**config.mk**
```make
export PLATFORM = sky130hd
export DESIGN_NAME = operation_i_iter
export DESIGN_NICKNAME = d
export VERILOG_FILES = /design/src/rtl/operation_i_iter.sv
export SDC_FILE = /design/constraint.sdc
export NUM_CORES = 1
export LEC_CHECK = 0
export CORE_MARGIN = 1.5
export CORE_UTILIZATION = 43
export CTS_BUF_LIST = sky130_fd_sc_hd__clkbuf_4 sky130_fd_sc_hd__clkbuf_8
export DETAILED_ROUTE_END_ITERATION = 8
export GPL_ROUTABILITY_DRIVEN = 0
export GPL_TIMING_DRIVEN = 1
export PLACE_DENSITY_LB_ADDON = 0.3
export SKIP_LAST_GASP = 1
export SLEW_MARGIN = 10
export SYNTH_ARGS = -nofsm -noshare
export SYNTH_HDL_FRONTEND = slang
export SYNTH_SLANG_ARGS = --single-unit
```
**constraint.sdc**
```tcl
create_clock -name CLK -period 2.2 [get_ports CLK]
set_input_delay 0.55 -clock CLK [delete_from_list [all_inputs] [get_ports CLK]]
set_output_delay 0.55 -clock CLK [all_outputs]
set_load 0.05 [all_outputs]
```
**src/rtl/operation_i_iter.sv**
```systemverilog
// Iterated step operator: seed/count from IN, MODE step applied once per clock; RD at edge N+2 after start.
// Level handshake only: ST low aborts RUN or releases DONE; RD/RES/OVF hold in DONE while ST stays high.
module operation_i_iter #(
   parameter int            BW   = 16,
   parameter int            N_IN = 2,
   parameter logic [BW-1:0] INC  = BW'(2),
   parameter int            SI   = 1,
   parameter int            SEED = 0
) (
   input  logic                CLK,
   input  logic                RST,
   input  logic                ST,
   input  logic [1:0]          MODE,
   input  logic [N_IN*BW-1:0]  IN,
   output logic                RD,
   output logic [BW-1:0]       RES,
   output logic                OVF,
   output logic                BUSY
);

   typedef enum logic [1:0] {
      S_IDLE = 2'd0,
      S_RUN  = 2'd1,
      S_DONE = 2'd2
   } state_t;

   localparam int INC_I = int'(INC);

   state_t          state_q, state_d;
   logic [BW-1:0]   acc_q, acc_d;
   logic [BW-1:0]   cnt_q, cnt_d;
   logic [BW-1:0]   res_q, res_d;
   logic [1:0]      op_q, op_d;
   logic            ovf_q, ovf_d;
   logic            arm_q, arm_d;

   logic [BW:0]     add_w;
   logic [BW:0]     sub_w;
   logic [2*BW-1:0] shl_w;
   logic [BW-1:0]   step_val;
   logic            step_ovf;

   // One step of the latched operation, with its wrap/borrow/shift-out flag.
   always_comb begin
      add_w    = {1'b0, acc_q} + {1'b0, INC};
      sub_w    = {1'b0, acc_q} - {1'b0, INC};
      shl_w    = {{BW{1'b0}}, acc_q} << INC;
      step_val = add_w[BW-1:0];
      step_ovf = add_w[BW];
      case (op_q)
         2'b01: begin
            step_val = sub_w[BW-1:0];
            step_ovf = sub_w[BW];
         end
         2'b10: begin
            if (INC_I >= BW) begin
               step_val = '0;
               step_ovf = |acc_q;
            end else begin
               step_val = shl_w[BW-1:0];
               step_ovf = |shl_w[2*BW-1:BW];
            end
         end
         default: begin
            step_val = add_w[BW-1:0];
            step_ovf = add_w[BW];
         end
      endcase
   end

   always_comb begin
      state_d = state_q;
      acc_d   = acc_q;
      cnt_d   = cnt_q;
      res_d   = res_q;
      op_d    = op_q;
      ovf_d   = ovf_q;
      arm_d   = arm_q;
      case (state_q)
         S_IDLE: begin
            if (ST) begin
               acc_d   = IN[SEED*BW +: BW];
               cnt_d   = IN[SI*BW +: BW];
               op_d    = MODE;
               ovf_d   = 1'b0;
               arm_d   = 1'b1;
               state_d = S_RUN;
            end
         end
         S_RUN: begin
            // The first RUN cycle only settles the captured operands, giving the N+2 result edge.
            if (!ST) begin
               arm_d   = 1'b0;
               state_d = S_IDLE;
            end else if (arm_q) begin
               arm_d = 1'b0;
            end else if (cnt_q == '0) begin
               res_d   = acc_q;
               state_d = S_DONE;
            end else begin
               acc_d = step_val;
               cnt_d = cnt_q - {{(BW-1){1'b0}}, 1'b1};
               ovf_d = ovf_q | step_ovf;
            end
         end
         S_DONE: begin
            if (!ST) begin
               state_d = S_IDLE;
            end
         end
         default: begin
            state_d = S_IDLE;
         end
      endcase
   end

   always_ff @(posedge CLK) begin
      if (RST) begin
         state_q <= S_IDLE;
         acc_q   <= '0;
         cnt_q   <= '0;
         res_q   <= '0;
         op_q    <= 2'b00;
         ovf_q   <= 1'b0;
         arm_q   <= 1'b0;
      end else begin
         state_q <= state_d;
         acc_q   <= acc_d;
         cnt_q   <= cnt_d;
         res_q   <= res_d;
         op_q    <= op_d;
         ovf_q   <= ovf_d;
         arm_q   <= arm_d;
      end
   end

   assign RD   = (state_q == S_DONE);
   assign BUSY = (state_q == S_RUN);
   assign RES  = res_q;
   assign OVF  = ovf_q;

endmodule

```
# == Word level (Yosys, flattened, before mapping) ==
# Cells that the tools add are included.
# word_totals
register_bits,54
latch_bits,0
mem_bits_rw,0
mem_bits_ro,0
wordCells,57
memories,0
# classes
add_sub_neg,3
multipliers,0
div_mod_pow,0
magnitude_cmp,0
n_eq_ne,11
shift,0
n_mux,25
bitwise_logic,2
n_reduce_logical,9
# op_table
operator,count
16-bit two-way mux,8
16-bit case mux with 2 select lines,3
16-bit by 2-bit adder with 17-bit output (second input constant),1
16-bit by 2-bit subtractor with 17-bit output (second input constant),1
16-bit zero test,1
16-bit by 1-bit subtractor with 16-bit output (second input constant),1
2-bit two-way mux,5
2-bit != test (second input constant),5
4-bit AND reduction,2
1-bit case mux with 2 select lines,3
2-bit case mux with 3 select lines,1
1-bit two-way mux,5
5-bit AND reduction,1
2-bit by 1-bit == test with 1-bit output (second input constant),2
2-bit == test (second input constant),2
2-bit AND reduction,2
3-bit by 2-bit != test with 1-bit output (second input constant),1
3-bit != test (second input constant),1
2-bit zero test,1
2-bit nonzero test,1
2-bit OR reduction,1
1-bit NOT,1
1-bit OR,1

# == Longest topological paths before layout ==
# depth
depth_word,7
ltp_mapped,9

# == Least setup slack after synthesis ==
# OpenSTA, ideal clock, no wires.
# synth_timing
path_kind,register -> register
from,register cnt_q[0]
to,register acc_q[15]
arrival_ps,2181
t_required_ps,2083
path_slack_ps,-98
path_stages_with_launch,9
synth_period_minus_slack_ps,2298
cell_sequence,dfxtp_1 -> inv_1 -> ha_1 -> or4b_1 -> or4_4 -> o21ai_4 -> buf_6 -> a31oi_1 -> a32o_1
# synth_between
elab_chain_cells,3
# synth_rtl
item,line,text
start: declaration,31,"logic [BW-1:0] cnt_q, cnt_d;"
start signal: assignment,129,cnt_q <= cnt_d;
16-bit zero test,97,end else if (cnt_q == '0) begin
2-bit != test (no line),--,
5-bit AND reduction (no line),--,
end signal: assignment,120,acc_q <= '0;
end signal: assignment,128,acc_q <= acc_d;
end: declaration,30,"logic [BW-1:0] acc_q, acc_d;"
# Every way passes these cells.
# A chain may end at the register's enable or synchronous reset.

# == Worst setup path in the final report ==
# layout_timing
from,register cnt_q[9]
to,register acc_q[11]
# The elaborated chain is that of the path after synthesis.

==> flow_summary.ini <==
[run_status]
status = finished, violations left
violations = setup timing

[timing]
fin_crit_sh_pct = 103
fmax_ghz = 0.442
period_minus_slack_ns = 2.26
rsz0062_at_grt = yes
setup_viol = 12
tightest_slew_ns = 0.506
maxSlewHeadroom_pct = 66.1
setup_ws_ns = -0.0623
final_hold_viol_count = 0
finalMaxSlewViolations = 0
tns_ns = -0.371
finalClockSkew_ns = 0.00614

[synthesis]
synth_enable_flop_cells = 0
synth_cells = 436
netlist_area_sq_um = 3520
ys.flop_type = dfxtp_1
yosysUniqueCellTypes = 74
async_reset_ff_share_pct = 0
seq_area_frac_synth_pct = 30.7
synth_nets = 479
avgSynthCellArea_sq_um = 8.08
ys_ff_latch = 54
ys_warn_count = 0

[global_routing]
grt_pass1_wl_mm = 18.1
antenna_found_initial = 0
grt_use_total_pct = 26.1
first_global_vias = 3685
grt-ovfl-total = 0
grt_max_degree = 22

[setup_path]
startpoint_type = flop
criticalPathCategory = reg -> reg
crit_fanout = 6
crit_required_ns = 2.41
crit_arrival_ns = 2.47
end_kind = flop

[final_layout]
final_common_cell = buf_4
syn2layout_area_growth_pct = 41.0
layout_common_cells = buf_4 (69), clkdlybuf4s50_1 (52), dfxtp_1 (48)
drive_above_1_share_pct = 25.9
fin_util_pct = 63.6
nNetsFinal = 583
antenna_cells = 0

[worst_hold_path]
hold_path_class = reg -> reg

[power]
leakage_nw = 1.90
power_density_nw_per_um2 = 544
ir_worst_vdd_v = 0.000248

[route]
vias = 3867
first_pass_iters = 5
drc = 0
ant_nets = 0
vias_per_cell = 6.01
wl_per_cell_um = 17.5
totalWireLength_mm = 11.2
first_iter_violations = 334

[cts]
cts.sinks = 54
tritoncts = built
cts_buffer_depth = 2
cts_root_buffer = clkbuf_8
clkTransAtPathRegs_ns = 0.09
clk_latency_ns = 0.31
cts_buffers = 5
cts-htree-levels = 2
postCtsHoldBufs = 0

[floorplan]
die_y_um = 93.5
die_w_um = 93.5
coreArea_sq_um = 7810
start_util_pct = 45.1
die_area_sq_um = 8740
num_rows = 32
ios = 56

[place]
port_buffers = 55
hpwl_mm = 7.45

[run]
cap_violations = 0
==> kinds of logic (layout without fill, tap and decap cells) <==
family          after synthesis  in the layout  synth area share (%)
flops                        54             54                  30.7
fa+ha+maj                     6              6                  2.13
xor+xnor                     10             10                  2.49
simple gates                155            155                  22.8
compound gates              135            135                  28.2
mux                          18             18                  5.15
buf+inv                      58            163                  8.46
==> worst max-delay path, stage by stage (launching register included) <==
cell and delay, ns:
dfxtp_2 0.33, or4_4 0.54, or4_4 0.57, o21ai_4 0.17, buf_12 0.16, buf_12 0.12, nor3_1 0.05, a32o_2 0.22
==> power breakdown <==
part           internal, mW  leakage, nW  switching, mW
Combinational         0.503         1.41          0.515
Clock                 0.267       0.0517          0.330
Sequential             1.03        0.444         0.0542
==> cell type report <==
type                    instances  area (sq um)
clock inverters                 1          5.00
well taps                     102           128
flip-flops and latches         54          1090
fillers                       627          2840
inverters                      16          60.1
repair buffers                139          1350
clock buffers                   7          90.1
multi-input cells             324          2250
==> state kept, by name (all words and copies together) (netlist names) <==
| register | count |
|---|---|
| RES | 16 |
| acc_q | 16 |
| cnt_q | 16 |
| op_q | 2 |
| state_q | 2 |
| OVF | 1 |
| arm_q | 1 |
==> what timing repair did <==
action / 4_1_cts / 5_1_grt
buffers inserted: 11 / 4
endpoints found under the setup margin: 40 / 44
pin swaps: 8 / 12
gates cloned: 4 / 1
resized for setup: 14 / 26
==> worst paths after layout <==
path | from | end | slack [ns] | depth (start not counted)
worst min register to register | cnt_q[12] | cnt_q[12] | 0.48 | 2
worst max register to register | cnt_q[9] | acc_q[11] | -0.06 | 7
worst max-delay path | cnt_q[9] | acc_q[11] | -0.06 | 7
worst min-delay path | cnt_q[12] | cnt_q[12] | 0.48 | 2
==> cell usage after synthesis, types with 6 or more instances <==
master | n | share of area, %
xor2_1 | 7 | 1.7
a21oi_1 | 27 | 3.8
inv_1 | 14 | 1.5
a211oi_1 | 6 | 1.3
nand3_1 | 7 | 0.99
or4_1 | 7 | 1.5
nand2_1 | 37 | 3.9
clkbuf_1 | 26 | 2.8
and4_1 | 6 | 1.5
a22oi_1 | 8 | 1.7
dfxtp_1 | 54 | 31
ha_1 | 6 | 2.1
nor3_1 | 12 | 1.7
a31oi_1 | 11 | 2.0
nor2_1 | 46 | 4.9
nand4_1 | 7 | 1.2
nor4_1 | 8 | 1.4
mux2i_1 | 17 | 4.8
o21ai_0 | 12 | 1.7
==> per-stage QoR <==
| stage | cell area (sq um) | std cells | worst slack (ns) | hold WS, ns | total power, mW |
|---|---|---|---|---|---|
| global route | 4960 | 643 | -0.133 | 0.509 | 2.85 |
| global placement | 4500 | 617 | -0.0863 | 0.453 | 1.95 |
| detailed placement | 4500 | 617 | -0.125 | 0.459 | 1.96 |
| finish | 4960 | 643 | -0.0623 | 0.475 | 2.70 |
| floorplan | 3540 | 436 | -0.0812 | 0.438 | 1.63 |
| CTS | 4860 | 640 | -0.0441 | 0.470 | 2.64 |
==> routing by layer <==
metal / vias up / routed length, um / GRT usage [%]
li1: 1847 / - / -
met1: 1809 / 5020 / 36.0
met4: 0 / 273 / 11.0
met2: 185 / 5060 / 39.3
met3: 26 / 889 / 5.45
met5: - / 0 / 0
(Power assumes the default switching activity.)
